===== src/rtl/imem_loader.sv =====
// imem_loader
//   Boot-time program loader. Consumes a little-endian byte stream
//   { word count N, N instruction words, 32-bit checksum }, writes each
//   assembled word to instruction memory and releases the core from reset
//   only when the checksum matches the sum of the loaded words.
//
// Ports
//   clk, rst_n   system clock, async active-low reset
//   byte_valid   stream byte present
//   byte_data    stream byte
//   byte_ready   loader accepting bytes (HDR/DATA/CSUM)
//   reload       start a new load; only honoured in DONE/ERR
//   imem_we      one-cycle write strobe (registered)
//   imem_addr    word-aligned byte address of the write (registered, held)
//   imem_wdata   instruction word (registered, held)
//   cpu_rst_n    core reset, released only after a good load
//   load_done    load finished with matching checksum
//   load_err     count out of range or checksum mismatch
module imem_loader #(
  parameter int          DEPTH     = 256,
  parameter logic [31:0] BASE_ADDR = 32'h0000_0000
) (
  input  logic        clk,
  input  logic        rst_n,
  input  logic        byte_valid,
  input  logic [7:0]  byte_data,
  output logic        byte_ready,
  input  logic        reload,
  output logic        imem_we,
  output logic [31:0] imem_addr,
  output logic [31:0] imem_wdata,
  output logic        cpu_rst_n,
  output logic        load_done,
  output logic        load_err
);

  // Index must reach DEPTH itself, since N == DEPTH is a legal count.
  localparam int IW = $clog2(DEPTH + 1);

  localparam logic [2:0] S_HDR  = 3'd0;
  localparam logic [2:0] S_DATA = 3'd1;
  localparam logic [2:0] S_CSUM = 3'd2;
  localparam logic [2:0] S_DONE = 3'd3;
  localparam logic [2:0] S_ERR  = 3'd4;

  logic [2:0]    state;
  logic [1:0]    lane;     // byte position within the current 32-bit field
  logic [23:0]   sh;       // lower three bytes of the field being collected
  logic [31:0]   cnt;      // header word count
  logic [31:0]   sum;      // running mod-2^32 sum of written words
  logic [IW-1:0] idx;      // words written so far

  logic          take;
  logic          last;
  logic [31:0]   word;
  logic [31:0]   idx_nx;
  logic [31:0]   wr_addr;

  assign byte_ready = (state == S_HDR) || (state == S_DATA) || (state == S_CSUM);
  assign take       = byte_valid && byte_ready;
  assign last       = take && (lane == 2'd3);
  // First byte lands in [7:0]; the 4th byte is still on the bus.
  assign word       = {byte_data, sh};
  assign idx_nx     = 32'(idx) + 32'd1;
  assign wr_addr    = BASE_ADDR + (32'(idx) << 2);

  always_ff @(posedge clk or negedge rst_n) begin
    if (!rst_n) begin
      state      <= S_HDR;
      lane       <= 2'd0;
      sh         <= '0;
      cnt        <= '0;
      sum        <= '0;
      idx        <= '0;
      imem_we    <= 1'b0;
      imem_addr  <= BASE_ADDR;
      imem_wdata <= '0;
      cpu_rst_n  <= 1'b0;
      load_done  <= 1'b0;
      load_err   <= 1'b0;
    end else begin
      imem_we <= 1'b0;
      if (take) begin
        sh   <= {byte_data, sh[23:8]};
        lane <= lane + 2'd1;   // wraps 3 -> 0 on the 4th byte
      end
      case (state)
        S_HDR: if (last) begin
          cnt <= word;
          idx <= '0;
          sum <= '0;
          if (word > 32'(DEPTH)) begin
            state    <= S_ERR;
            load_err <= 1'b1;
          end else if (word == 32'd0) begin
            state <= S_CSUM;
          end else begin
            state <= S_DATA;
          end
        end
        S_DATA: if (last) begin
          imem_we    <= 1'b1;
          imem_addr  <= wr_addr;
          imem_wdata <= word;
          sum        <= sum + word;
          idx        <= idx + 1'b1;
          if (idx_nx == cnt) state <= S_CSUM;
        end
        S_CSUM: if (last) begin
          if (word == sum) begin
            state     <= S_DONE;
            load_done <= 1'b1;
            cpu_rst_n <= 1'b1;
          end else begin
            state    <= S_ERR;
            load_err <= 1'b1;
          end
        end
        S_DONE, S_ERR: if (reload) begin
          // Flags and core reset drop together with the state change.
          state     <= S_HDR;
          lane      <= 2'd0;
          load_done <= 1'b0;
          load_err  <= 1'b0;
          cpu_rst_n <= 1'b0;
        end
        default: state <= S_HDR;
      endcase
    end
  end

endmodule


===== config.mk =====
export PLATFORM = sky130hd
export DESIGN_NAME = imem_loader
export DESIGN_NICKNAME = d
export VERILOG_FILES = /design/src/rtl/imem_loader.sv
export SDC_FILE = /design/constraint.sdc
export NUM_CORES = 1
export LEC_CHECK = 0
export BUFFER_PORTS_ARGS = -buffer_cell sky130_fd_sc_hd__buf_4
export CORE_ASPECT_RATIO = 0.6
export CORE_MARGIN = 3
export CORE_UTILIZATION = 44
export DETAILED_ROUTE_END_ITERATION = 8
export PLACE_DENSITY = 0.63
export SETUP_SLACK_MARGIN = 0.5
export SYNTH_ARGS = -nofsm -noshare
export SYNTH_HDL_FRONTEND = slang
export SYNTH_SLANG_ARGS = --single-unit
export TNS_END_PERCENT = 5

===== constraint.sdc =====
create_clock -name clk -period 5.7 [get_ports clk]
set_input_delay 1.14 -clock clk [delete_from_list [all_inputs] [get_ports clk]]
set_output_delay 1.14 -clock clk [all_outputs]
set_load 0.1 [all_outputs]

==> results_dict.tcl, run 1 <==
set metrics [dict create \
    status "complete, no violations" \
    numCtsBuffers 17 \
    setup_ws_ps 2480 \
    finalMaxSlewViolations 0 \
    vias 6233 \
    cts_buffer_depth 2 \
    synth_ff_type "dfrtp_1" \
    p_per_area_nw_per_um2 676 \
    path_max_fanout 5 \
    pin_count 81 \
    synthArstFlopShare 1.00 \
    rsz0062_at_grt "no" \
    drt.antenna.violating_nets 0 \
    max-cap-violations 0 \
    grt_util_met3 0.0507 \
    irDropWorstVdd_v 0.000272 \
    startpoint_type "flip-flop" \
    critPathLaunch "sh[0]" \
    p_leak_nw 4.37 \
    grt_overflow 0 \
    n_antenna_cell 0 \
    path_clk_slew_ps 60 \
    synth-edff-count 0 \
    grt_max_degree 110 \
    port_buffers 57 \
    syn-cell-area_um2 7940 \
    hp-class "reg2reg" \
    skew_ps 9.24 \
    post-route-drc-count 0 \
    rrSetupSlack_ps 2480 \
    clock_sinks 146 \
    area_growth_pct 13.5 \
    final_layout_size_suffix_gt1_frac 0.190 \
    row_count 37 \
    grt_pass1_vias 5552 \
    top_usage_layer "met1" \
    crit_chain "ha_1, fa_1, a211oi_1, o21bai_2, a211oi_2, o31a_1, o21ai_2, a2111oi_2, nor3_1, xor2_1, a22o_1" \
    antenna_found_initial 0 \
    wl_per_cell_um 18.8 \
    setup_viol 0 \
    die_w_um 179 \
    grtUsageMet1 0.375 \
    dp_slack_ps 2240 \
    place.gp.congestion 0.865 \
    r2r_end "sum[28]" \
    cts-root-buf "clkbuf_16" \
    path_class "reg2reg" \
    grt_pass1_wl_um 33000 \
    drt-pass1-iter-count 5 \
    cts_tree "built" \
    drt_iter0_markers 717 \
    fin_hold_ws_ps 476 \
    cp_data_required_time_ps 6010 \
    tns_ps 0 \
    synth_warnings 0 \
    post_cts_buffers 0 \
    yosysUniqueCellTypes 62 \
    vias_per_cell 5.58 \
    drt_wl_total_um 21100 \
    clk_latency_ps 420 \
    worst_slew_margin_rel 0.316 \
    dpl.hpwl_um 14400 \
    dieArea_um2 19700 \
    ys_ff_latch 146 \
    power.total_mw 6.09 \
    post-route-period-util 0.565 \
    use_met2 0.272 \
    die_h_um 110 \
    cpPeakStageDelay_ps 450 \
    fmax_ghz 0.311 \
    final-hold-violation-count 0 \
    cp.arrival_ps 3530 \
    min_period_ps 3220 \
    initial_utilization 0.456 \
    h-tree-depth 4 \
    reg2regPathDepth 11 \
    cpMaxStageDelayCell "fa_1" \
    seq_area_frac_synth 0.460 \
    r2r-start "sh[0]" \
    fillers 1657 \
    nets 916 \
    endpoint "sum[28]" \
    netlist_instances 836 \
    hold_buffers 0 \
    cts_resized 0 \
    coreArea_um2 17400 \
    crit_path_end_kind "flip-flop" \
    grt.total_usage 0.220 \
    synth.avg_cell_area_um2 9.49 \
    worst_slew_pin_slew_ps 1010 \
]
logic make-up after synthesis:
kind of cell    after synthesis  share of synthesized area
simple gates                315                      0.176
compound gates              158                      0.125
flops                       146                      0.460
buf+inv                      80                     0.0519
mux                          61                     0.0859
xor+xnor                     41                     0.0452
fa+ha+maj                    34                     0.0545
other cells                   1                   0.000472
critical path, delay by kind of cell (launching register included):
family | cells | cell delay [ps]
compound gates | 7 | 1710
simple gates | 1 | 110
xor+xnor | 1 | 150
fa+ha+maj | 2 | 720
flops | 1 | 430
routing by layer:
layer	part of all wire	wire length [um]
met3	0.080	1690
met2	0.37	7770
met1	0.54	11400
met5	0	0
met4	0.0082	172
metrics by stage:
stage | instances | utilization | instance area [um2]
2_1_floorplan | 858 | - | 8020
3_3_place_gp | 1085 | 0.484 | 8430
3_5_place_dp | 1085 | 0.484 | 8430
4_1_cts | 1117 | 0.518 | 9010
5_1_grt | 1117 | 0.518 | 9010
6_report | 1117 | 0.518 | 9010
final cells by class:
cell class | instances | area [um2] | area share
Clock inverter | 14 | 143 | 0.0158
Clock buffer | 18 | 439 | 0.0487
Multi-Input combinational cell | 632 | 3970 | 0.440
Timing Repair Buffer | 64 | 484 | 0.0537
Inverter | 9 | 33.8 | 0.00375
Tap cell | 234 | 293 | 0.0325
Sequential cell | 146 | 3650 | 0.405
synth_stat cells (16+ instances only):
| cell type | instances | area [um2] |
|---|---|---|
| a21o_1 | 16 | 120 |
| xnor2_1 | 21 | 184 |
| clkbuf_1 | 39 | 146 |
| ha_1 | 33 | 413 |
| o21ai_0 | 39 | 195 |
| nor4_1 | 20 | 125 |
| nor2_1 | 28 | 105 |
| a21oi_1 | 45 | 225 |
| mux2_2 | 57 | 642 |
| nor3_1 | 16 | 80.1 |
| buf_4 | 24 | 180 |
| xor2_1 | 20 | 175 |
| nand2_1 | 192 | 721 |
| dfrtp_1 | 146 | 3650 |
worst min-delay path by stage:
stage	from	end	cells past startpoint
floorplan	sum[0]	sum[0]	2
global route	imem_wdata[30]	imem_wdata[30]	2
global placement	sum[0]	sum[0]	2
finish	imem_addr[4]	imem_addr[4]	2
CTS	imem_addr[4]	imem_addr[4]	2
detailed placement	imem_addr[4]	imem_addr[4]	2
report_power, final:
group | switching [mW] | internal (mW) | leakage, nW
Clock | 0.499 | 0.627 | 0.282
Combinational | 2.01 | 1.03 | 2.21
Sequential | 0.481 | 1.44 | 1.88
layout by cell type (no fill, tap or decap), types with 4 or more instances in the layout:
cell	netlist	routed
a21o_1	16	16
a21oi_1	45	45
inv_1	8	8
o31ai_1	4	4
clkbuf_16	0	17
nand3_1	14	13
nand4_1	10	10
xnor2_1	21	21
o21ai_1	10	10
nor3_1	16	16
nand2_1	192	191
ha_1	33	33
mux2i_1	4	4
xor2_1	20	20
nor2_1	28	27
a211oi_1	8	8
nor4_1	20	20
inv_6	0	5
a31oi_1	6	6
nand2b_1	9	9
mux2_2	57	57
and3_1	8	8
buf_4	24	63
o21ai_0	39	39
conb_1	1	23
dfrtp_1	146	146
flip-flops by register name (all words and copies together), names as in the netlist, 2 cells and up:
signal	count
cnt	32
lane	2
state	3
imem_wdata	32
sum	32
imem_addr	9
sh	24
idx	9
Power figures use the tool's default switching activity.
==> run 2, diff against run 1 <==
Settings changed: PLACE_DENSITY 0.63 to 0.66.
Clock period 5.7 ns to 2.7 ns, I/O delays scaled along.
==> results_dict.tcl, run 2 (synthesized netlist as in run 1, its figures left out) <==
set metrics [dict create \
    grt_max_degree 60 \
    h-tree-depth 4 \
    cp_data_required_time_ps 2980 \
    finalMaxSlewViolations 0 \
    coreArea_um2 17400 \
    vias 6647 \
    fmax_ghz 0.364 \
    setup_ws_ps -47.0 \
    startpoint_type "flip-flop" \
    drt_iter0_markers 573 \
    path_class "reg2reg" \
    grt_overflow 0 \
    path_max_fanout 2 \
    clock_sinks 146 \
    cts_buffer_depth 2 \
    n_antenna_cell 0 \
    critPathLaunch "sum[0]" \
    cts_tree "built" \
    post-route-period-util 1.02 \
    reg_top3 "cnt (32), imem_wdata (32), sum (32)" \
    status "finished, violations left" \
    wl_per_cell_um 18.8 \
    top_usage_layer "met1" \
    area_growth_pct 27.4 \
    row_count 37 \
    path_clk_slew_ps 70 \
    hold_buffers 0 \
    grt.total_usage 0.240 \
    numCtsBuffers 17 \
    antenna_found_initial 0 \
    post-route-drc-count 0 \
    endpoint "sum[24]" \
    final_cell_mix "nand2_1, buf_4, dfrtp_1" \
    cts-root-buf "clkbuf_16" \
    reg2regPathDepth 11 \
    grt_pass1_wl_um 36100 \
    rrSetupSlack_ps -50 \
    grt_util_met3 0.0548 \
    max-cap-violations 0 \
    grt_pass1_vias 6463 \
    skew_ps 14.5 \
    worst_slew_pin_slew_ps 637 \
    power.total_mw 14.6 \
    crit_path_end_kind "flip-flop" \
    place.gp.congestion 0.971 \
    r2r_end "sum[24]" \
    nets 1012 \
    fin_area_um2 10100 \
    setup_viol 4 \
    final-hold-violation-count 0 \
    die_h_um 110 \
    p_leak_nw 4.90 \
    r2r-start "sum[0]" \
    die_w_um 179 \
    port_buffers 57 \
    dieArea_um2 19700 \
    vias_per_cell 5.48 \
    fillers 1548 \
    clk_latency_ps 430 \
    worst_slew_margin_rel 0.575 \
    violations "negative setup slack" \
    drt_wl_total_um 22800 \
    cp.arrival_ps 3030 \
    placed_area_um2 9190 \
    hp-class "in2async" \
    drt-pass1-iter-count 5 \
    min_period_ps 2750 \
    initial_utilization 0.456 \
    grtUsageMet1 0.394 \
    final_layout_size_suffix_gt1_frac 0.308 \
    use_met2 0.317 \
    dpl.hpwl_um 16000 \
    p_per_area_nw_per_um2 1450 \
    rsz0062_at_grt "yes" \
    pin_count 81 \
    drt.antenna.violating_nets 0 \
    final_common_cell "nand2_1" \
    irDropWorstVdd_v 0.000754 \
]
==> run 2: where the power goes <==
part	total (mW)	switching [mW]	internal [mW]
logic	8.44	5.28	3.16
registers	3.67	0.616	3.06
clock network	2.53	1.01	1.52
total	14.6	6.90	7.73
==> run 2: worst min path at each step <==
stage | endpoint | slack, ps
after floorplan | cnt[0] | 240
after global placement | imem_wdata[15] | 450
after detailed placement | imem_wdata[15] | 460
after CTS | imem_wdata[15] | 2
after global routing | imem_wdata[21] | 10
final | imem_wdata[21] | 5
==> run 2: final cells by class <==
class	count	area (um2)	area share
clock buffers	19	453	0.0448
clock inverters	13	173	0.0171
inverters	9	33.8	0.00334
multi-input cells	632	4280	0.423
flip-flops and latches	146	3650	0.361
well taps	234	293	0.0289
repair buffers	160	1230	0.122
==> run 2: metal layers <==
layer  routed length [um]  vias up
li1                     -     3112
met1                11800     3256
met2                 8880      265
met3                 1940       14
met4                  143        0
met5                    0        -
==> run 2: worst max-delay path: stages (launching register included) <==
cell and delay (ps):
dfrtp_1 410, ha_4 180, fa_2 390, a211oi_4 240
o21bai_2 100, a211oi_2 220, nor2_1 110, a21oi_2 240
a311oi_2 170, a211oi_2 260, xor2_1 190, o31ai_1 90
==> run 2: repair_timing <==
| item | 4_1_cts | 5_1_grt |
|---|---|---|
| pin swaps | 16 | 7 |
| setup endpoints to repair | 26 | 28 |
| gates resized for setup | 22 | 20 |
| buffers inserted | 4 | 0 |
==> run 2: through the flow <==
step / util / setup WS [ps] / hold WS, ps / TNS (ps) / instances
final: 0.581 / -47.0 / 5.41 / -114 / 1213
after detailed placement: 0.528 / -71.8 / 456 / -213 / 1177
after global routing: 0.581 / -182 / 10.6 / -796 / 1213
after floorplan: - / 24.3 / 244 / 0 / 858
after CTS: 0.574 / -25.6 / 1.95 / -46.2 / 1213
after global placement: 0.528 / -64.8 / 454 / -150 / 1177
